==> src/rtl/ext_cpu_boot_ctrl.sv <==
// ext_cpu_boot_ctrl: per-hart restart sequencer for the external CPU cluster.
// Each hart runs a small FSM (RUN -> WAIT_SLEEP -> RST/HELD -> RUN). It drives that
// core's active-low local reset and its boot-address select (0 base, 1 wfi).
// Optional feature: define EXT_CPU_BOOT_TIMEOUT_EN to bound the wait for sleep
// with SLEEP_TIMEOUT cycles. A wait that expires is flagged on a sticky timeout_o bit.
module ext_cpu_boot_ctrl #(
    parameter int NHARTS        = 3,
    parameter int RST_CYCLES    = 4,
    parameter int SLEEP_TIMEOUT = 256,
    localparam int HW           = (NHARTS > 1) ? $clog2(NHARTS) : 1
) (
    input  logic              clk_i,
    input  logic              rst_ni,
    input  logic [NHARTS-1:0] sleep_i,
    input  logic              cmd_valid_i,
    output logic              cmd_ready_o,
    input  logic [HW-1:0]     cmd_hart_i,
    input  logic [1:0]        cmd_op_i,
    output logic [NHARTS-1:0] core_rst_no,
    output logic [NHARTS-1:0] boot_sel_o,
    output logic [NHARTS-1:0] busy_o,
    output logic              cmd_err_o,
    output logic [NHARTS-1:0] timeout_o
);

    localparam logic [1:0] OP_NOP  = 2'b00;
    localparam logic [1:0] OP_BASE = 2'b01;
    localparam logic [1:0] OP_WFI  = 2'b10;
    localparam logic [1:0] OP_HOLD = 2'b11;

    localparam int CW = (RST_CYCLES > 1) ? $clog2(RST_CYCLES) : 1;
`ifdef EXT_CPU_BOOT_TIMEOUT_EN
    localparam int TW = (SLEEP_TIMEOUT > 1) ? $clog2(SLEEP_TIMEOUT) : 1;
`endif

    typedef enum logic [1:0] {
        ST_RUN        = 2'd0,
        ST_WAIT_SLEEP = 2'd1,
        ST_RST        = 2'd2,
        ST_HELD       = 2'd3
    } state_e;

    logic [NHARTS-1:0] idle_w;   // hart can take a command (RUN or HELD)
    logic              hart_ok;
    logic              cmd_err_q;

    assign hart_ok   = (int'(cmd_hart_i) < NHARTS);
    assign cmd_err_o = cmd_err_q;

    // Ready: out-of-range targets are always taken (and dropped); otherwise the target must be idle.
    always_comb begin
        cmd_ready_o = 1'b1;
        for (int h = 0; h < NHARTS; h++) begin
            if (int'(cmd_hart_i) == h) cmd_ready_o = idle_w[h];
        end
    end

    // One-cycle error pulse for an accepted command addressed to a nonexistent hart.
    always_ff @(posedge clk_i or negedge rst_ni) begin
        if (!rst_ni) cmd_err_q <= 1'b0;
        else         cmd_err_q <= cmd_valid_i && cmd_ready_o && !hart_ok;
    end

    for (genvar gi = 0; gi < NHARTS; gi++) begin : g_hart
        state_e        state_q, state_d;
        logic [1:0]    pend_q, pend_d;
        logic [CW-1:0] cnt_q, cnt_d;
        logic          boot_q, boot_d;
        logic          accept;
        logic          wake;
        logic          restart;
`ifdef EXT_CPU_BOOT_TIMEOUT_EN
        logic [TW-1:0] tcnt_q, tcnt_d;
        logic          tmo_q, tmo_d;
        logic          expired;

        assign expired = (tcnt_q == TW'(SLEEP_TIMEOUT - 1));
        assign wake    = sleep_i[gi] || expired;
`else
        assign wake    = sleep_i[gi];
`endif

        assign accept  = cmd_valid_i && idle_w[gi] && (int'(cmd_hart_i) == gi);
        assign restart = (cmd_op_i == OP_BASE) || (cmd_op_i == OP_WFI);

        // State, pending op, reset-length counter and boot select registers.
        always_ff @(posedge clk_i or negedge rst_ni) begin
            if (!rst_ni) begin
                state_q <= ST_RUN;
                pend_q  <= OP_NOP;
                cnt_q   <= '0;
                boot_q  <= 1'b0;
`ifdef EXT_CPU_BOOT_TIMEOUT_EN
                tcnt_q  <= '0;
                tmo_q   <= 1'b0;
`endif
            end else begin
                state_q <= state_d;
                pend_q  <= pend_d;
                cnt_q   <= cnt_d;
                boot_q  <= boot_d;
`ifdef EXT_CPU_BOOT_TIMEOUT_EN
                tcnt_q  <= tcnt_d;
                tmo_q   <= tmo_d;
`endif
            end
        end

        // Next-state logic: sleep wait, fixed-length reset pulse, hold, and restart from hold.
        always_comb begin
            state_d = state_q;
            pend_d  = pend_q;
            cnt_d   = cnt_q;
            boot_d  = boot_q;
`ifdef EXT_CPU_BOOT_TIMEOUT_EN
            tcnt_d  = tcnt_q;
            tmo_d   = tmo_q;
            if (accept) tmo_d = 1'b0;
`endif
            unique case (state_q)
                ST_RUN: begin
                    if (accept && cmd_op_i != OP_NOP) begin
                        state_d = ST_WAIT_SLEEP;
                        pend_d  = cmd_op_i;
`ifdef EXT_CPU_BOOT_TIMEOUT_EN
                        tcnt_d  = '0;
`endif
                    end
                end
                ST_WAIT_SLEEP: begin
                    if (wake) begin
                        if (pend_q == OP_HOLD) begin
                            state_d = ST_HELD;
                        end else begin
                            state_d = ST_RST;
                            cnt_d   = CW'(RST_CYCLES - 1);
                            boot_d  = (pend_q == OP_WFI);
                        end
`ifdef EXT_CPU_BOOT_TIMEOUT_EN
                        if (!sleep_i[gi]) tmo_d = 1'b1;
                    end else begin
                        tcnt_d = tcnt_q + 1'b1;
`endif
                    end
                end
                ST_RST: begin
                    if (cnt_q == '0) state_d = ST_RUN;
                    else             cnt_d   = cnt_q - 1'b1;
                end
                ST_HELD: begin
                    // A held core is already asleep in reset, so restart skips the sleep wait.
                    if (accept && restart) begin
                        state_d = ST_RST;
                        pend_d  = cmd_op_i;
                        cnt_d   = CW'(RST_CYCLES - 1);
                        boot_d  = (cmd_op_i == OP_WFI);
                    end
                end
                default: state_d = ST_RUN;
            endcase
        end

        assign idle_w[gi]      = (state_q == ST_RUN) || (state_q == ST_HELD);
        assign core_rst_no[gi] = !((state_q == ST_RST) || (state_q == ST_HELD));
        assign busy_o[gi]      = (state_q == ST_WAIT_SLEEP) || (state_q == ST_RST);
        assign boot_sel_o[gi]  = boot_q;
`ifdef EXT_CPU_BOOT_TIMEOUT_EN
        assign timeout_o[gi]   = tmo_q;
`endif
    end

`ifndef EXT_CPU_BOOT_TIMEOUT_EN
    assign timeout_o = '0;
`endif

endmodule
==> config.mk <==
export PLATFORM = sky130hd
export DESIGN_NAME = ext_cpu_boot_ctrl
export DESIGN_NICKNAME = d
export VERILOG_FILES = /design/src/rtl/ext_cpu_boot_ctrl.sv
export SDC_FILE = /design/constraint.sdc
export NUM_CORES = 1
export LEC_CHECK = 0
export ABC_AREA = 1
export CORE_ASPECT_RATIO = 0.7
export CORE_MARGIN = 4
export CORE_UTILIZATION = 49
export CTS_CLUSTER_DIAMETER = 80
export DETAILED_ROUTE_END_ITERATION = 10
export PLACE_DENSITY = 0.78
export SLEW_MARGIN = 30
export SYNTH_ARGS = -nofsm -noshare
export SYNTH_HDL_FRONTEND = slang
export SYNTH_SLANG_ARGS = --single-unit
==> constraint.sdc <==
create_clock -name clk_i -period 1.5 [get_ports clk_i]
set_input_delay 0.15 -clock clk_i [delete_from_list [all_inputs] [get_ports clk_i]]
set_output_delay 0.15 -clock clk_i [all_outputs]
set_load 0.005 [all_outputs]
==> results.py, run 1 <==
metrics = {
    "run_status": {
        "status": "complete, but fails checks",
        "violations": "setup timing",
    },
    "synth": {
        "synth_simple_gate_area_share": 0.296,
        "synth-seq-cells": 22,
        "ys_types": 23,
        "synth_top_family_by_area": "simple AND/OR/NAND/NOR gates",
        "synth_xor_area_frac": 0,
        "synth_area_sq_mm": 0.00164,
        "synthMuxAreaShare": 0,
        "synth_compound_area_frac": 0.117,
        "ys_seq_area_frac": 0.336,
        "synth_fa_ha_area_frac": 0.153,
        "yosys_warnings": 0,
        "synthCells": 214,
        "avgSynthCellArea_sq_um": 7.67,
    },
    "route": {
        "drc": 0,
        "routed_via_density": 5.16,
        "drtIter0Drc": 62,
        "drtPass1Iterations": 4,
        "wl_um": 3970,
        "vias": 1557,
        "wl_per_cell_um": 13.1,
        "antenna_left": 0,
    },
    "power_and_ir_drop": {
        "peakVddDrop_mv": 1.19,
        "leakagePower_uw": 0.00112,
        "p_per_area_mw_per_mm2": 2110,
        "total_power_uw": 4850,
    },
    "critical_path": {
        "required_ns": 1.35,
        "reg2reg_slack_ns": -0.09,
        "critPathTopFamily": "flip-flops",
        "critPathKind": "flop to output pin",
        "endpoint_kind": "output pin",
        "path_buf_inv": 3,
        "r2r_start": "g_hart[0].state_q[0]$_DFFE_PN0P_",
        "reg2regPathDepth": 9,
        "cp_cell_sequence": "inv_2, ha_4, nor2_4, buf_4, o21ai_2, o31ai_1, buf_2",
        "critical_path.max_stage_delay_ns": 0.39,
        "startpoint_type": "flop",
        "critPathSlowestCell": "dfrtp_1",
        "arrival_ns": 1.46,
        "cp_max_fo": 2,
        "r2r_end": "g_hart[0].state_q[1]$_DFFE_PN0P_",
    },
    "final_layout": {
        "drive_gt1_frac": 0.348,
        "n_antenna_cell": 0,
        "fin_util": 0.719,
        "layout_common_cells": "54 x nand2_1, 29 x buf_4, 22 x dfrtp_1",
        "final_common_cell": "nand2_1",
        "syn2layout_area_growth_pct": 39.8,
        "fin_nets": 295,
        "fill_cells": 256,
    },
    "placed_design": {
        "port_buffers": 20,
        "dpl_worst_slack_ns": -0.295,
        "post-dp-hpwl_um": 2750,
        "gp_congestion": 0.847,
    },
    "clock_network": {
        "clock_latency_ns": 0.26,
        "clk_pin_slew_ns": 0.08,
        "cts_sinks": 22,
        "root_buffer": "clkbuf_8",
        "cts_max_path_buffers": 2,
        "htreeDepth": 1,
        "cts_tree": "built",
        "cts_made_buffers": 3,
    },
    "sta": {
        "grt_setup_unrepaired": "yes",
        "timing.fmax_mhz": 623,
        "finClkSkew_ns": 0.00189,
        "finalHoldViolCount": 0,
        "fin_crit_sh": 1.07,
        "slew_viol_final": 0,
        "setup_viol": 13,
        "fin_crit_ns": 1.61,
        "layout_setup_ws_ns": -0.105,
    },
    "floorplanning": {
        "num_io_pins": 24,
        "die_h_um": 56.4,
        "rows": 17,
        "core_area_sq_mm": 0.00319,
        "initial_utilization": 0.514,
        "die_area_sq_mm": 0.00435,
        "die_w_um": 77.2,
    },
    "global_routing": {
        "first_global_vias": 1380,
        "grt_usage": 0.178,
        "grt_max_degree": 23,
        "overflow": 0,
        "antenna_found_initial": 0,
        "grt_pass1_wl_um": 6400,
    },
    "run": {
        "maxCapViolations": 0,
    },
    "worst_hold_path": {
        "min_path_type": "input pin to asynchronous set/reset pin",
    },
}
==> routing by layer <==
metal  routed length [um]  track usage  vias up
li1                     -            -      777
met3                  238       0.0369        4
met1                 1950        0.275      720
met5                    0            0        -
met2                 1740        0.251       56
met4                   40       0.0431        0
==> Yosys cell counts <==
library cell	n	area share
nand2_1	57	0.13
inv_1	27	0.062
dfrtp_1	22	0.34
ha_1	20	0.15
nand3_1	20	0.061
nor2_1	15	0.034
a21oi_1	7	0.021
buf_4	6	0.027
nand2_2	6	0.023
o21ai_0	6	0.018
a21oi_2	3	0.016
a21oi_4	3	0.030
inv_2	3	0.0069
nand3_2	3	0.018
nand3b_1	3	0.014
a31oi_1	2	0.0076
nor2_2	2	0.0076
o21ai_1	2	0.0061
o21bai_1	2	0.0092
or2_2	2	0.0076
a21boi_1	1	0.0046
conb_1	1	0.0023
o31ai_1	1	0.0046
==> area by class of cell <==
type	count	area, sq um	area share
Clock buffer	4	55.1	0.0240
Sequential cell	22	551	0.240
Inverter	30	113	0.0491
Multi-Input combinational cell	158	1120	0.490
Timing Repair Buffer	50	404	0.176
Tap cell	38	47.5	0.0207
==> logic make-up (layout without fill, tap and decap cells) <==
kind of cell    Yosys count  in the layout
buf+inv                  36             84
flops                    22             22
other cells               1              3
simple gates            108            108
fa+ha+maj                20             20
compound gates           27             27
==> flip-flops by register name, indices dropped and copies added (netlist names) <==
signal	cells
g_hart.cnt_q	6
g_hart.pend_q	6
g_hart.state_q	6
g_hart.boot_q	3
cmd_err_o	1
==> what timing repair did <==
item / 4_1_cts / 5_1_grt
gates resized for setup: 36 / 22
hold buffers: 0 / 0
endpoints found under the setup margin: 26 / 27
buffers inserted: 1 / 2
pin swaps: 10 / 9
==> where the power goes <==
group	switching (uW)	internal, uW	total [uW]
Clock	204	234	439
Combinational	1770	1560	3330
Sequential	198	879	1080
==> through the flow <==
stage / hold WS [ns] / TNS [ns] / cell area [sq um] / cells
final: 0.226 / -0.949 / 2290 / 302
after global routing: 0.255 / -2.96 / 2290 / 302
after floorplan: -0.146 / 0 / 1690 / 216
after detailed placement: 0.462 / -5.45 / 2100 / 295
after CTS: 0.232 / -0.447 / 2210 / 300
after global placement: 0.459 / -4.67 / 2100 / 295
==> worst max path at each step <==
stage / slack, ns / start / endpoint / depth (start not counted)
after floorplan: 0.003 / g_hart[0].state_q[0]$_DFFE_PN0P_ / g_hart[0].state_q[0]$_DFFE_PN0P_ / 8
after global placement: -0.24 / cmd_op_i[1] / g_hart[2].cnt_q[0]$_DFFE_PN0P_ / 8
after detailed placement: -0.30 / cmd_op_i[1] / g_hart[0].state_q[0]$_DFFE_PN0P_ / 8
after CTS: -0.09 / g_hart[0].state_q[0]$_DFFE_PN0P_ / g_hart[0].state_q[0]$_DFFE_PN0P_ / 9
after global routing: -0.22 / g_hart[0].state_q[0]$_DFFE_PN0P_ / cmd_ready_o / 7
final: -0.11 / g_hart[0].state_q[1]$_DFFE_PN0P_ / cmd_ready_o / 7
Note: power is estimated with default switching activity, not from simulation.
==> inputs of run 2 (changes only) <==
--- a/config.mk
+++ b/config.mk
@@ -5,7 +5,8 @@
 export SDC_FILE = /design/constraint.sdc
 export NUM_CORES = 1
 export LEC_CHECK = 0
-export ABC_AREA = 1
+export ABC_AREA = 0
+export CAP_MARGIN = 10
 export CORE_ASPECT_RATIO = 0.7
 export CORE_MARGIN = 4
 export CORE_UTILIZATION = 49
==> results.py, run 2 <==
metrics = {
    "run_status": {
        "status": "complete, but fails checks",
        "violations": "setup timing",
    },
    "critical_path": {
        "required_ns": 1.66,
        "r2r_start": "g_hart[0].state_q[1]$_DFFE_PN0P_",
        "startpoint_type": "flop",
        "cp_cell_sequence": "inv_2, ha_4, or4b_4, a221oi_4, and3_4, mux2_4",
        "cp_max_fo": 3,
        "arrival_ns": 2.34,
        "path_buf_inv": 1,
        "critPathSlowestCell": "or4b_4",
        "critPathTopFamily": "simple AND/OR/NAND/NOR gates",
        "endpoint_kind": "flop",
        "crit_start": "g_hart[0].state_q[1]$_DFFE_PN0P_",
        "critPathKind": "flop to flop",
        "critical_path.max_stage_delay_ns": 0.51,
    },
    "synth": {
        "synth-seq-cells": 22,
        "yosys-top-cells-count": "22 x dfrtp_1, 20 x ha_1, 19 x inv_1, 12 x a31oi_1, 11 x nand2_1",
        "synth_top_family_by_area": "simple AND/OR/NAND/NOR gates",
        "yosysTopAreaCellShare": 0.342,
        "synth_area_leader_cell": "dfrtp_1",
        "ys_seq_area_frac": 0.342,
        "synth_area_sq_mm": 0.00161,
        "synthCells": 162,
        "synth_edf_count": 0,
        "ys_top_cells_by_area": "dfrtp_1 34%, ha_1 16%, mux2_1 4.9%",
        "ys_types": 37,
        "synth_simple_gate_area_share": 0.168,
        "yosysMostFrequentCell": "dfrtp_1",
        "ys_async_sr_fraction": 1.00,
        "synth_fa_ha_area_frac": 0.155,
        "synth_ff_type": "dfrtp_1",
        "synth_compound_area_frac": 0.134,
        "avgSynthCellArea_sq_um": 9.95,
        "synth_xor_area_frac": 0,
        "synthMuxAreaShare": 0.124,
        "yosys_warnings": 0,
    },
    "power_and_ir_drop": {
        "leakagePower_uw": 0.00129,
        "p_per_area_mw_per_mm2": 2440,
        "total_power_uw": 6690,
        "peakVddDrop_mv": 1.70,
    },
    "worst_hold_path": {
        "min_path_type": "input pin to asynchronous set/reset pin",
    },
    "sta": {
        "fin_crit_ns": 2.18,
        "slew_viol_final": 0,
        "whs_ns": 0.228,
        "finalHoldViolCount": 0,
        "timing.fmax_mhz": 460,
        "fin_crit_sh": 1.45,
        "setup_viol": 25,
        "layout_setup_ws_ns": -0.675,
        "tns_ns": -8.75,
        "finClkSkew_ns": 0.00315,
        "grt_setup_unrepaired": "yes",
    },
    "global_routing": {
        "grt_pass1_wl_um": 8710,
        "first_global_vias": 1682,
        "grt_usage": 0.263,
        "grt_max_degree": 23,
        "overflow": 0,
        "antenna_found_initial": 1,
    },
    "placed_design": {
        "post-dp-hpwl_um": 3420,
        "gp_congestion": 0.828,
        "dpl_worst_slack_ns": -0.756,
        "port_buffers": 20,
    },
    "clock_network": {
        "root_buffer": "clkbuf_8",
        "cts_made_buffers": 3,
        "cts_sinks": 22,
        "cts_max_path_buffers": 2,
        "cts_tree": "built",
        "clk_pin_slew_ns": 0.09,
        "htreeDepth": 1,
        "ctsHoldBuffers": 0,
        "clock_latency_ns": 0.27,
    },
    "final_layout": {
        "final_common_cell": "buf_4",
        "fin_util": 0.869,
        "fin_nets": 273,
        "top_regs": "g_hart.cnt_q: 6 flops, g_hart.pend_q: 6 flops, g_hart.state_q: 6 flops",
        "layout_common_cells": "41 x buf_4, 22 x dfrtp_1, 22 x buf_6",
        "drive_gt1_frac": 0.566,
        "syn2layout_area_growth_pct": 69.8,
    },
    "route": {
        "drtPass1Iterations": 4,
        "drtIter0Drc": 140,
        "drc": 0,
        "wl_per_cell_um": 22.2,
        "wl_um": 6230,
        "routed_via_density": 6.01,
        "vias": 1688,
        "antenna_left": 0,
    },
    "floorplanning": {
        "initial_utilization": 0.512,
        "core_area_sq_mm": 0.00315,
        "die_h_um": 56.0,
        "num_io_pins": 24,
        "die_area_sq_mm": 0.00428,
        "rows": 17,
        "die_w_um": 76.5,
    },
    "run": {
        "maxCapViolations": 0,
    },
}
==> run 2: changes by cell type after synthesis, moves of 6 or more <==
cell | before | now
a31oi_1 | 2 | 12
inv_1 | 27 | 19
mux2_1 | 0 | 7
nand2_1 | 57 | 11
nand2_2 | 6 | 0
nand3_1 | 20 | 3
==> run 2: kinds of logic after synthesis <==
kind of cell / Yosys count
AOI/OAI and AO/OA: 28
adders and majority gates: 20
buffers and inverters: 26
DFF: 22
muxes: 18
other: 1
and+or+nand+nor: 47
==> run 2: area by class of cell <==
cell class / instances / area [sq um]
Multi-Input combinational cell: 116 / 1310
Timing Repair Buffer: 81 / 704
Sequential cell: 22 / 551
Fill cell: 150 / 412
Inverter: 19 / 71.3
Clock buffer: 4 / 55.1
Tap cell: 38 / 47.5
Antenna cell: 1 / 2.50
==> run 2: metrics by stage <==
| step | instance area [sq um] | std cells |
|---|---|---|
| 3_5_place_dp | 2270 | 264 |
| 3_3_place_gp | 2270 | 264 |
| 5_1_grt | 2740 | 281 |
| 4_1_cts | 2590 | 277 |
| 6_report | 2740 | 281 |
| 2_1_floorplan | 1710 | 164 |
==> run 2: path summary, 6_finish.rpt <==
| kind | endpoint | slack, ns | depth (start not counted) |
|---|---|---|---|
| worst max-delay path | g_hart[0].cnt_q[0]$_DFFE_PN0P_ | -0.68 | 6 |
| worst min-delay path | g_hart[0].pend_q[1]$_DFFE_PN0P_ | 0.23 | 2 |
| worst max register to register | g_hart[0].cnt_q[0]$_DFFE_PN0P_ | -0.68 | 6 |
| worst min register to register | g_hart[1].cnt_q[1]$_DFFE_PN0P_ | 0.54 | 1 |
| max in group asynchronous | g_hart[1].cnt_q[1]$_DFFE_PN0P_ | 1.03 | 2 |
| min in group clk_i | g_hart[2].pend_q[1]$_DFFE_PN0P_ | 0.42 | 3 |
==> run 2: worst reg2reg max path, stage by stage (launching register included) <==
cell	delay (ns)
dfrtp_1	0.40
inv_2	0.10
ha_4	0.21
or4b_4	0.51
a221oi_4	0.32
and3_4	0.24
mux2_4	0.29
==> run 2: repair_timing <==
| action | 4_1_cts | 5_1_grt |
|---|---|---|
| gates resized for setup | 78 | 37 |
| pin swaps | 17 | 14 |
| endpoints found under the setup margin | 28 | 28 |
| cloned | 0 | 0 |
| hold endpoints to repair | 0 | 0 |
| buffers inserted | 11 | 13 |
==> run 2: power breakdown <==
group	leakage [uW]	switching, uW	internal [uW]
Sequential	0.000248	250	872
Clock	0.0000288	216	235
Combinational	0.00101	2250	2870
Total	0.00129	2720	3970
==> run 2: routing by layer <==
metal | track usage | routed length, um | vias to the layer above
li1 | - | - | 729
met1 | 0.316 | 2490 | 827
met2 | 0.467 | 3000 | 106
met3 | 0.0550 | 493 | 26
met4 | 0.0879 | 249 | 0
met5 | 0 | 0 | -
